--- src/rtl/score_sched.sv ---
// score_sched: two-requester score keeper with a shared display output.
// Each requester adds 0..3 points to its own score, which saturates at MAXV.
// A three-state FSM (IDLE -> ADD -> ACK) serves one request at a time.
// Simultaneous requests are granted round-robin, with A served first after reset.
// A free-running dwell counter alternates the shared display between the two scores.
//
// Ports:
//   clk, rst            clock; asynchronous active-high reset
//   req_a, pts_a, ack_a requester A: request, points (0..3), one-cycle done pulse
//   req_b, pts_b, ack_b requester B: same as A
//   clr                 synchronous clear of both scores
//   score_a, score_b    current scores (0..MAXV)
//   disp_val, sel_b     display value and which score it currently shows (1 = B)
//   sat_a, sat_b        score equals MAXV
//   busy                FSM not in IDLE
module score_sched #(
   parameter int unsigned DWELL = 4,
   parameter int unsigned MAXV  = 99
) (
   input  logic       clk,
   input  logic       rst,
   input  logic       req_a,
   input  logic [1:0] pts_a,
   output logic       ack_a,
   input  logic       req_b,
   input  logic [1:0] pts_b,
   output logic       ack_b,
   input  logic       clr,
   output logic [6:0] score_a,
   output logic [6:0] score_b,
   output logic [6:0] disp_val,
   output logic       sel_b,
   output logic       sat_a,
   output logic       sat_b,
   output logic       busy
);

   typedef enum logic [1:0] {IDLE, ADD, ACK} state_t;

   localparam logic [6:0] MAX7    = 7'(MAXV);
   localparam logic [7:0] DW_LAST = 8'(DWELL - 1);

   state_t     state_q, state_d;
   logic       win_b_q, win_b_d;    // winner of the current transaction is B
   logic       last_b_q, last_b_d;  // B was granted most recently
   logic [1:0] pts_q, pts_d;
   logic [6:0] score_a_q, score_a_d;
   logic [6:0] score_b_q, score_b_d;
   logic [7:0] dwell_q, dwell_d;
   logic       sel_b_q, sel_b_d;

   logic       grant_b;
   logic [7:0] sum;
   logic [6:0] add_res;

   always_comb begin
      state_d   = state_q;
      win_b_d   = win_b_q;
      last_b_d  = last_b_q;
      pts_d     = pts_q;
      score_a_d = score_a_q;
      score_b_d = score_b_q;
      grant_b   = 1'b0;

      // 8-bit sum so that 99 + 3 cannot wrap before the saturation compare
      sum     = {1'b0, (win_b_q ? score_b_q : score_a_q)} + {6'b0, pts_q};
      add_res = (sum > {1'b0, MAX7}) ? MAX7 : sum[6:0];

      case (state_q)
         IDLE: begin
            if (req_a || req_b) begin
               // B wins when it is alone, or when both request and A was granted last
               grant_b  = req_b && (!req_a || !last_b_q);
               win_b_d  = grant_b;
               last_b_d = grant_b;
               pts_d    = grant_b ? pts_b : pts_a;
               state_d  = ADD;
            end
         end
         ADD: begin
            if (win_b_q) score_b_d = add_res;
            else         score_a_d = add_res;
            state_d = ACK;
         end
         ACK:     state_d = IDLE;
         default: state_d = IDLE;
      endcase

      // clear overrides a coincident ADD write; the FSM itself is unaffected
      if (clr) begin
         score_a_d = '0;
         score_b_d = '0;
      end
   end

   always_comb begin
      dwell_d = dwell_q + 8'd1;
      sel_b_d = sel_b_q;
      if (dwell_q >= DW_LAST) begin
         dwell_d = '0;
         sel_b_d = !sel_b_q;
      end
   end

   always_ff @(posedge clk or posedge rst) begin
      if (rst) begin
         state_q   <= IDLE;
         win_b_q   <= 1'b0;
         last_b_q  <= 1'b1;  // B counts as last granted, so A wins the first tie
         pts_q     <= '0;
         score_a_q <= '0;
         score_b_q <= '0;
         dwell_q   <= '0;
         sel_b_q   <= 1'b0;
      end else begin
         state_q   <= state_d;
         win_b_q   <= win_b_d;
         last_b_q  <= last_b_d;
         pts_q     <= pts_d;
         score_a_q <= score_a_d;
         score_b_q <= score_b_d;
         dwell_q   <= dwell_d;
         sel_b_q   <= sel_b_d;
      end
   end

   assign ack_a    = (state_q == ACK) && !win_b_q;
   assign ack_b    = (state_q == ACK) &&  win_b_q;
   assign busy     = (state_q != IDLE);
   assign score_a  = score_a_q;
   assign score_b  = score_b_q;
   assign sel_b    = sel_b_q;
   assign disp_val = sel_b_q ? score_b_q : score_a_q;
   assign sat_a    = (score_a_q == MAX7);
   assign sat_b    = (score_b_q == MAX7);

endmodule

--- config.mk ---
export PLATFORM = sky130hd
export DESIGN_NAME = score_sched
export DESIGN_NICKNAME = d
export VERILOG_FILES = /design/src/rtl/score_sched.sv
export SDC_FILE = /design/constraint.sdc
export NUM_CORES = 1
export LEC_CHECK = 0
export ABC_AREA = 1
export CAP_MARGIN = 40
export CELL_PAD_IN_SITES_DETAIL_PLACEMENT = 1
export CELL_PAD_IN_SITES_GLOBAL_PLACEMENT = 1
export CORE_ASPECT_RATIO = 1.2
export CORE_UTILIZATION = 34
export CTS_BUF_LIST = sky130_fd_sc_hd__clkbuf_8
export DETAILED_ROUTE_END_ITERATION = 6
export MAX_ROUTING_LAYER = met4
export PLACE_DENSITY = 0.89
export SLEW_MARGIN = 5
export SYNTH_ARGS = -nofsm -noshare
export SYNTH_HDL_FRONTEND = slang
export SYNTH_SLANG_ARGS = --single-unit
--- constraint.sdc ---
create_clock -name clk -period 2.2 [get_ports clk]
set_clock_uncertainty 0.2 [all_clocks]
set_input_delay 0.66 -clock clk [delete_from_list [all_inputs] [get_ports clk]]
set_output_delay 0.66 -clock clk [all_outputs]
set_load 0.03 [all_outputs]
==> impl_metrics.ini <==
[placement]
routabilityCongestion = 0.857
numPortBuffers = 35
placed_area_mm2 = 0.00214
dp.cells = 316
preCtsSetupSlack_ps = -82.2
place_hpwl_mm = 3.67

[logic_synthesis]
synth_enable_flop_cells = 0
ys_seq_elements = 29
async_flop_share_pct = 100
netlist.area_leader.share_pct = 44.2
synth_seq_area_share_pct = 45.9
synthCells = 204
avgSynthCellArea_um2 = 7.77
synth.distinct_cells = 27
synth.cell_area_mm2 = 0.00159
ys.warnings.count = 0
yosys-top-cells-area = dfrtp_1 (44%), nand2_1 (15%), inv_1 (6.2%)
yosysTopAreaCell = dfrtp_1
ys.flop_type = dfrtp_1

[clock_tree]
clockRootBuffer = clkbuf_8
cts_hold_repair.buffers = 0
cts_buffer_depth = 2
cts_tree = done
clk_pin_slew_worst_paths_ps = 60
clock_latency_ps = 290
numCtsBuffers = 5
cts_num_sinks = 29
htreeDepth = 2

[worst_setup_path]
path_delay_family = simple AND/OR/NAND/NOR gates
crit_buf_inv = 0
cpMaxStageDelayCell = dfrtp_2
critPathMostFrequentCell = nand2_2
critical_path_class = flip-flop to flip-flop
arrival_ps = 2250
end_kind = flip-flop
cp.required_ps = 2180
r2r_start = win_b_q
critPathMaxStageDelay_ps = 470
cp_max_fo = 7
startpoint = win_b_q
start_kind = flip-flop
worstPathCellList = nand2_2 -> o21ai_2 -> ha_2 -> fa_2 -> nand3_2 -> nand2_2 -> a21oi_2 -> nand2_2 -> nand3_2 -> nand3_4 -> nand3_1 -> nand2_1

[power]
peakVddDrop_mv = 0.636
power_density_mw_per_mm2 = 1460
p_leak_uw = 0.00133
finalPower_uw = 3660

[global_route]
grt_usage_pct = 23.8
grt_max_degree = 30
grt_pass1_vias = 1804
grt-ovfl-total = 0
antenna_found_initial = 0
grt_pass1_wl_mm = 8.52

[run_status]
violations = negative setup slack
status = finished with violations

[timing]
max_freq_mhz = 441
min_period_ps = 2270
layout_setup_ws_ps = -69.5
hold_viol = 0
setup_violations = 11
drv_slew = 0
timing.final.crit_share_pct = 103
rsz0062_at_grt = true

[final_layout]
area_growth_pct = 58.2
fin_area_mm2 = 0.00251
drive_gt1_share_pct = 37.4
n_antenna_cell = 0
nFillCells = 528
layout.nets = 290
fin_util_pct = 57.5
fin_cells = 334

[detailed_routing]
wl_per_cell_um = 16.3
dr.first_iter.drc_count = 44
dr_total_vias = 1663
vias_per_cell = 4.98
drc = 0
ant_nets = 0
drt_pass1_iterations = 4
routed_wl_mm = 5.44

[die]
core_mm2 = 0.00436
rows = 26
dieWidth_um = 64.3
start_util_pct = 36.4
dieArea_mm2 = 0.00494
ioPinCount = 36
fp.dieH_um = 76.8

[worst_hold_path]
hp-start = dwell_q[0]
hp-class = flip-flop to flip-flop

[run]
maxCapViolations = 0
-- stage by stage --
| step | hold slack, ps | TNS, ps |
|---|---|---|
| floorplan | 210 | -410 |
| global placement | 223 | -29.2 |
| CTS | 240 | -81.6 |
| detailed placement | 232 | -583 |
| finish | 250 | -485 |
| global route | 268 | -2330 |
-- synthesized netlist by cell type (2+ instances only) --
cell	number
inv_1	26
inv_2	2
nor2_1	9
nand4_1	10
nand2_4	4
ha_1	3
o21ai_0	11
nand2_2	8
nor4_1	3
o21ai_1	3
a21oi_1	5
nand3_1	14
nor3_1	3
a31oi_1	2
nand2_1	62
dfrtp_1	28
-- layout by cell type, fill, tap and decap left out, types with 8 or more instances in the layout --
cell             count
nand2_2             19
nor2_1               9
buf_6                8
dlygate4sd2_1       11
nand4_1             10
clkdlybuf4s50_1     10
inv_1               21
dfrtp_1             27
buf_4               32
nand2_1             48
-- repair_timing --
action	CTS	global route
pin swaps	4	7
gates cloned	0	0
endpoints found under the hold margin	0	0
gates resized for setup	33	38
setup endpoints to repair	27	20
setup buffers	7	3
-- kinds of logic after synthesis --
logic type,after synthesis,synth area share (%)
compound gates,22,7.26
fa+ha+maj,4,3.63
simple gates,115,34.4
xor+xnor,1,0.553
flops,29,45.9
buf+inv,32,8.05
other cells,1,0.237
-- path summary, 6_finish.rpt --
path,endpoint,slack (ps),cells after the start
worst min register to register,dwell_q[0],250,1
min in group asynchronous,score_a[1],570,3
worst min-delay path,dwell_q[0],250,1
worst max register to register,score_b[1],-70,12
max in group asynchronous,last_b_q,920,3
worst max-delay path,score_b[1],-70,12
-- flip-flops by register name (all words and copies together) (netlist names) --
| name | cells |
|---|---|
| state_q | 2 |
| win_b_q | 1 |
| last_b_q | 1 |
| sel_b | 1 |
| score_b | 7 |
| score_a | 7 |
| pts_q | 2 |
| dwell_q | 8 |
-- layer usage --
metal | global-route usage [%] | share of wire [%] | vias to the layer above
met2 | 42.5 | 59 | 36
li1 | - | - | 796
met3 | 3.57 | 2.5 | 5
met4 | 13.3 | 1.7 | 0
met1 | 24.2 | 37 | 826
met5 | - | 0 | -
-- layout make-up --
type                       count  area (um^2)  area share (%)
timing repair buffer          64          557            22.2
sequential                    29          728            29.0
multi-input combinational    148          918            36.6
tap                           56         70.1            2.79
inverter                      29          114            4.54
clock buffer                   6         82.6            3.29
clock inverter                 2         37.5            1.50
-- worst reg2reg max path: stages (launching register included) --
cell,delay (ps)
dfrtp_2,470
nand2_2,90
o21ai_2,60
ha_2,190
fa_2,390
nand3_2,100
nand2_2,70
a21oi_2,130
nand2_2,90
nand3_2,140
nand3_4,90
nand3_1,80
nand2_1,60
-- power breakdown --
part | leakage (uW) | switching (uW) | internal, uW
registers | 0.000366 | 146 | 690
logic | 0.000909 | 1420 | 819
clock network | 0.0000574 | 217 | 368
total | 0.00133 | 1780 | 1880
Note: power is estimated with default switching activity, not from simulation.
